**src/rtl/pc_fetch_seq.sv**
```systemverilog
// ============================================================================
// Module   : pc_fetch_seq
// Brief    : Program-counter and fetch sequencer. Owns the instruction
//            address, advances it each RUN cycle, loads absolute branch
//            targets from the branch lookup table, and runs an
//            IDLE/RUN/HALTED launch-and-completion state machine.
//            Optional feature macro: PC_LINK_EN (branch-and-link / return).
// Revision : 1.0 - initial release
// ============================================================================
`default_nettype none

module pc_fetch_seq #(
  parameter int unsigned PC_W       = 12,
  parameter int unsigned START_ADDR = 0,
  parameter int unsigned CNT_W      = 16
) (
  input  logic             clk,
  input  logic             rst_n,
  input  logic             start,
  input  logic             halt,
  input  logic             stall,
  input  logic             branch_taken,
  input  logic [PC_W-1:0]  branch_pos,
`ifdef PC_LINK_EN
  input  logic             link,
  input  logic             ret,
`endif
  output logic [PC_W-1:0]  pc,
  output logic             running,
  output logic             done,
  output logic             bad_branch,
  output logic [CNT_W-1:0] cycle_count
);

  typedef enum logic [1:0] {
    ST_IDLE   = 2'd0,
    ST_RUN    = 2'd1,
    ST_HALTED = 2'd2
  } state_e;

  localparam logic [PC_W-1:0]  C_START_PC = PC_W'(START_ADDR);
  localparam logic [PC_W-1:0]  C_PC_ONE   = PC_W'(1);
  localparam logic [CNT_W-1:0] C_CNT_MAX  = {CNT_W{1'b1}};
  localparam logic [CNT_W-1:0] C_CNT_ONE  = CNT_W'(1);

  state_e           state_q, state_d;
  logic [PC_W-1:0]  pc_q, pc_d;
  logic [CNT_W-1:0] cnt_q, cnt_d;
  logic             bad_q, bad_d;
  logic             running_q, running_d;
  logic             done_q, done_d;

  // Sequential incrementer shared by every "advance" path; wraps modulo 2^PC_W.
  logic [PC_W-1:0]  pc_inc;
  assign pc_inc = pc_q + C_PC_ONE;

  // A zero target marks an unmapped key in the branch lookup table.
  logic             target_valid;
  assign target_valid = (branch_pos != '0);

`ifdef PC_LINK_EN
  logic [PC_W-1:0]  link_q, link_d;
`endif

  // State, pc, counter and flag registers; reset forces IDLE asynchronously.
  always_ff @(posedge clk or negedge rst_n) begin
    if (!rst_n) begin
      state_q   <= ST_IDLE;
      pc_q      <= C_START_PC;
      cnt_q     <= '0;
      bad_q     <= 1'b0;
      running_q <= 1'b0;
      done_q    <= 1'b0;
    end else begin
      state_q   <= state_d;
      pc_q      <= pc_d;
      cnt_q     <= cnt_d;
      bad_q     <= bad_d;
      running_q <= running_d;
      done_q    <= done_d;
    end
  end

`ifdef PC_LINK_EN
  // Link register captures the return address of a taken branch-and-link.
  always_ff @(posedge clk or negedge rst_n) begin
    if (!rst_n) begin
      link_q <= '0;
    end else begin
      link_q <= link_d;
    end
  end
`endif

  // Next-state, next-pc and flag logic; RUN follows a fixed priority order.
  always_comb begin
    state_d = state_q;
    pc_d    = pc_q;
    cnt_d   = cnt_q;
    bad_d   = bad_q;
`ifdef PC_LINK_EN
    link_d  = link_q;
`endif

    unique case (state_q)
      ST_IDLE, ST_HALTED: begin
        // Launch (or relaunch) clears the run statistics.
        if (start) begin
          state_d = ST_RUN;
          pc_d    = C_START_PC;
          cnt_d   = '0;
          bad_d   = 1'b0;
        end
      end

      ST_RUN: begin
        // Every RUN cycle counts, stalls and the halting cycle included.
        if (cnt_q != C_CNT_MAX) begin
          cnt_d = cnt_q + C_CNT_ONE;
        end

        if (halt) begin
          state_d = ST_HALTED;
        end else if (stall) begin
          // Hold; a concurrent branch is dropped and must be re-presented.
          pc_d = pc_q;
`ifdef PC_LINK_EN
        end else if (ret) begin
          pc_d = link_q;
`endif
        end else if (branch_taken && target_valid) begin
          pc_d = branch_pos;
`ifdef PC_LINK_EN
          if (link) begin
            link_d = pc_inc;
          end
`endif
        end else if (branch_taken) begin
          bad_d = 1'b1;
          pc_d  = pc_inc;
        end else begin
          pc_d = pc_inc;
        end
      end

      default: begin
        state_d = ST_IDLE;
      end
    endcase

    // Status flags are registered alongside the state so they move together.
    running_d = (state_d == ST_RUN);
    done_d    = (state_d == ST_HALTED);
  end

  assign pc          = pc_q;
  assign running     = running_q;
  assign done        = done_q;
  assign bad_branch  = bad_q;
  assign cycle_count = cnt_q;

endmodule

`default_nettype wire

```
**config.mk**
```make
export PLATFORM = sky130hd
export DESIGN_NAME = pc_fetch_seq
export DESIGN_NICKNAME = d
export VERILOG_FILES = /design/src/rtl/pc_fetch_seq.sv
export SDC_FILE = /design/constraint.sdc
export NUM_CORES = 1
export LEC_CHECK = 0
export CAP_MARGIN = 20
export CORE_MARGIN = 4
export CORE_UTILIZATION = 49
export DETAILED_ROUTE_END_ITERATION = 12
export MAX_ROUTING_LAYER = met4
export PLACE_DENSITY = 0.8
export SYNTH_ARGS = -nofsm -noshare
export SYNTH_HDL_FRONTEND = slang
export SYNTH_SLANG_ARGS = --single-unit
```
**constraint.sdc**
```tcl
create_clock -name clk -period 2.5 [get_ports clk]
set_input_delay 0.5 -clock clk [delete_from_list [all_inputs] [get_ports clk]]
set_output_delay 0.5 -clock clk [all_outputs]
set_load 0.01 [all_outputs]
```
==> results.py <==
metrics = {
    "run_status": {
        "status": "complete, no violations",
    },
    "run": {
        "maxCapViolations": 0,
    },
    "detailed_routing": {
        "drc": 0,
        "ant_nets": 0,
        "avgRoutedWirePerCell_um": 17.9,
        "drt-total-wl_um": 5780,
        "drt_iter0_markers": 262,
        "viasPerCell": 6.46,
        "first_pass_iters": 4,
        "dr_total_vias": 2088,
    },
    "logic_synthesis": {
        "synth_area_per_cell_um2": 9.36,
        "ys_warn_count": 0,
        "syn-cell-area_um2": 1970,
        "yosysSeqAreaShare": 0.420,
        "synthesis.instances": 210,
        "ys_types": 44,
        "synth_seq_cells": 33,
        "async_reset_ff_frac": 1.00,
        "synthFlopType": "dfrtp_1",
        "synth_fp_nets": 230,
        "synth_edf_count": 0,
    },
    "sta": {
        "hold-worst-slack_ps": 521,
        "final-setup-viol-count": 0,
        "fmax_ghz": 0.428,
        "hold_violations": 0,
        "setup_slack_ps": 161,
        "fin_crit_sh": 0.936,
        "worst_slew_pin_slew_ps": 719,
        "finalMaxSlewViolations": 0,
        "final.min_clock_period_ps": 2340,
        "rsz0062_at_grt": "no",
        "skew_ps": 6.74,
        "slew_headroom": 0.520,
    },
    "setup_path": {
        "cp-start-kind": "input port",
        "crit_type": "in -> reg",
        "worst_setup_path_end_kind": "register",
        "critPathMaxStageDelay_ps": 550,
        "critPathArrivalTime_ps": 2560,
        "critPathMaxFanout": 4,
        "cp_slowest_cell": "or4_4",
        "critical_path.cell_chain": "clkdlybuf4s50_1 -> or4_4 -> o41a_4 -> or4_1 -> nand3_1",
        "worst_ep_required_time_ps": 2720,
    },
    "clock_network": {
        "clkSlewWorstSetupHoldPaths_ps": 70,
        "cts_tree": "yes",
        "cts_setup_buffers": 0,
        "clockBufferDepth": 2,
        "cts.sinks": 33,
        "clkLatencyLatePin_ps": 290,
        "ctsResizeCount": 0,
        "cts_buffers": 5,
        "hold_buffers": 0,
        "root_buffer": "clkbuf_8",
        "htreeDepth": 2,
    },
    "global_route": {
        "grt_pass1_vias": 2017,
        "antenna_found_initial": 0,
        "grt_overflow": 0,
        "grt_first_pass_wirelength_um": 9580,
        "grtUsageTotal": 0.244,
        "grt_max_degree": 34,
    },
    "power": {
        "internal-power_uw": 1040,
        "seq_power_share": 0.453,
        "switching_share": 0.338,
        "leakagePower_uw": 0.00110,
        "p_sw_uw": 533,
        "powerDensity_nw_per_um2": 583,
        "vdd_drop_max_uv": 330,
        "pwr-share-clk": 0.246,
        "power_frac_comb": 0.300,
    },
    "cells_and_area": {
        "nFillCells": 311,
        "finalNonFillerCells": 323,
        "drive_gt1_frac": 0.127,
        "diodes": 0,
        "syn2layout_area_growth_pct": 37.6,
        "layout_commonest_cell": "clkdlybuf4s50_1",
        "utilization": 0.717,
        "mostFrequentLayoutCells": "clkdlybuf4s50_1, dfrtp_1, nand2_1, buf_4, o21ai_0",
        "nNetsFinal": 294,
    },
    "placement": {
        "hpwl_um": 4200,
        "dp.cells": 315,
        "portBuffers": 48,
        "gp_congestion": 0.893,
        "dp_slack_ps": -142,
    },
    "floorplan": {
        "pin_count": 49,
        "rows": 22,
        "core_um2": 3770,
        "chipWidth_um": 71.3,
        "start_util": 0.521,
        "die_y_um": 71.3,
        "die_area_um2": 5090,
    },
    "hold_path": {
        "hold_class": "reg -> reg",
    },
}
==> state kept, by name (all words and copies together) (netlist names) <==
| signal | cells |
|---|---|
| running | 1 |
| state_q | 2 |
| cycle_count | 16 |
| pc | 12 |
| done | 1 |
| bad_branch | 1 |
==> routing by layer <==
metal | up-vias | share of wire | global-route usage
li1 | 960 | - | -
met1 | 1015 | 0.41 | 0.312
met2 | 94 | 0.49 | 0.374
met3 | 19 | 0.068 | 0.0477
met4 | 0 | 0.025 | 0.109
met5 | - | 0 | -
==> path summary, 6_finish.rpt <==
kind                                 start  cells past startpoint  slack (ps)         endpoint
min reg2reg                cycle_count[15]                      1         520  cycle_count[15]
max                          branch_pos[8]                      5         160            pc[4]
max reg2reg                 cycle_count[1]                      6         440   cycle_count[0]
min in group asynchronous            rst_n                      2         630             done
max in group asynchronous            rst_n                      2        1570           pc[11]
min                        cycle_count[15]                      1         520  cycle_count[15]
==> layout make-up <==
type / instances / area (um^2) / area share
inverter: 2 / 7.51 / 0.00278
timing repair buffer: 68 / 631 / 0.233
clock inverter: 2 / 10.0 / 0.00370
multi-input combinational: 164 / 1100 / 0.406
sequential: 33 / 826 / 0.305
tap: 48 / 60.1 / 0.0222
clock buffer: 6 / 72.6 / 0.0268
==> synth_stat cells (all sizes together) (5+ instances only) <==
library cell  count  area share
and3              9       0.029
nor3              9       0.023
dfrtp            33        0.42
nor2              7       0.013
o21ai            15       0.038
clkbuf           10       0.019
nand4            10       0.032
a21oi             9       0.023
nand3            12       0.031
a211oi            5       0.019
nand2            20       0.038
a32oi             7       0.031
==> per-stage QoR <==
| stage | setup TNS, ps | instance area [um^2] | total power [uW] |
|---|---|---|---|
| floorplan | 0 | 1970 | 914 |
| global placement | -286 | 2620 | 1170 |
| detailed placement | -460 | 2620 | 1190 |
| CTS | 0 | 2700 | 1580 |
| global route | 0 | 2700 | 1670 |
| finish | 0 | 2700 | 1580 |
==> power by group through the flow <==
stage / Sequential, uW / Combinational, uW / Clock, uW
final: 715 / 474 / 389
after global routing: 727 / 515 / 423
after CTS: 710 / 475 / 394
after detailed placement: 713 / 475 / 0
after global placement: 712 / 458 / 0
after floorplan: 722 / 192 / 0
==> worst max-delay path, delay by kind of cell <==
| family | cells | cell delay [ps] |
|---|---|---|
| AO/OA/AOI/OAI | 1 | 500 |
| AND/OR/NAND/NOR | 3 | 1150 |
| buffers and inverters | 1 | 410 |
==> logic make-up (layout without fill, tap and decap cells) <==
group / count (synthesis) / count (layout) / synth area share
and+or+nand+nor: 89 / 89 / 0.246
muxes: 6 / 6 / 0.0318
adders and majority gates: 2 / 2 / 0.0127
AOI/OAI and AO/OA: 64 / 64 / 0.251
DFF: 33 / 33 / 0.420
buffers and inverters: 13 / 78 / 0.0248
xor gates and xnor gates: 3 / 3 / 0.0134
Power figures use the tool's default switching activity.
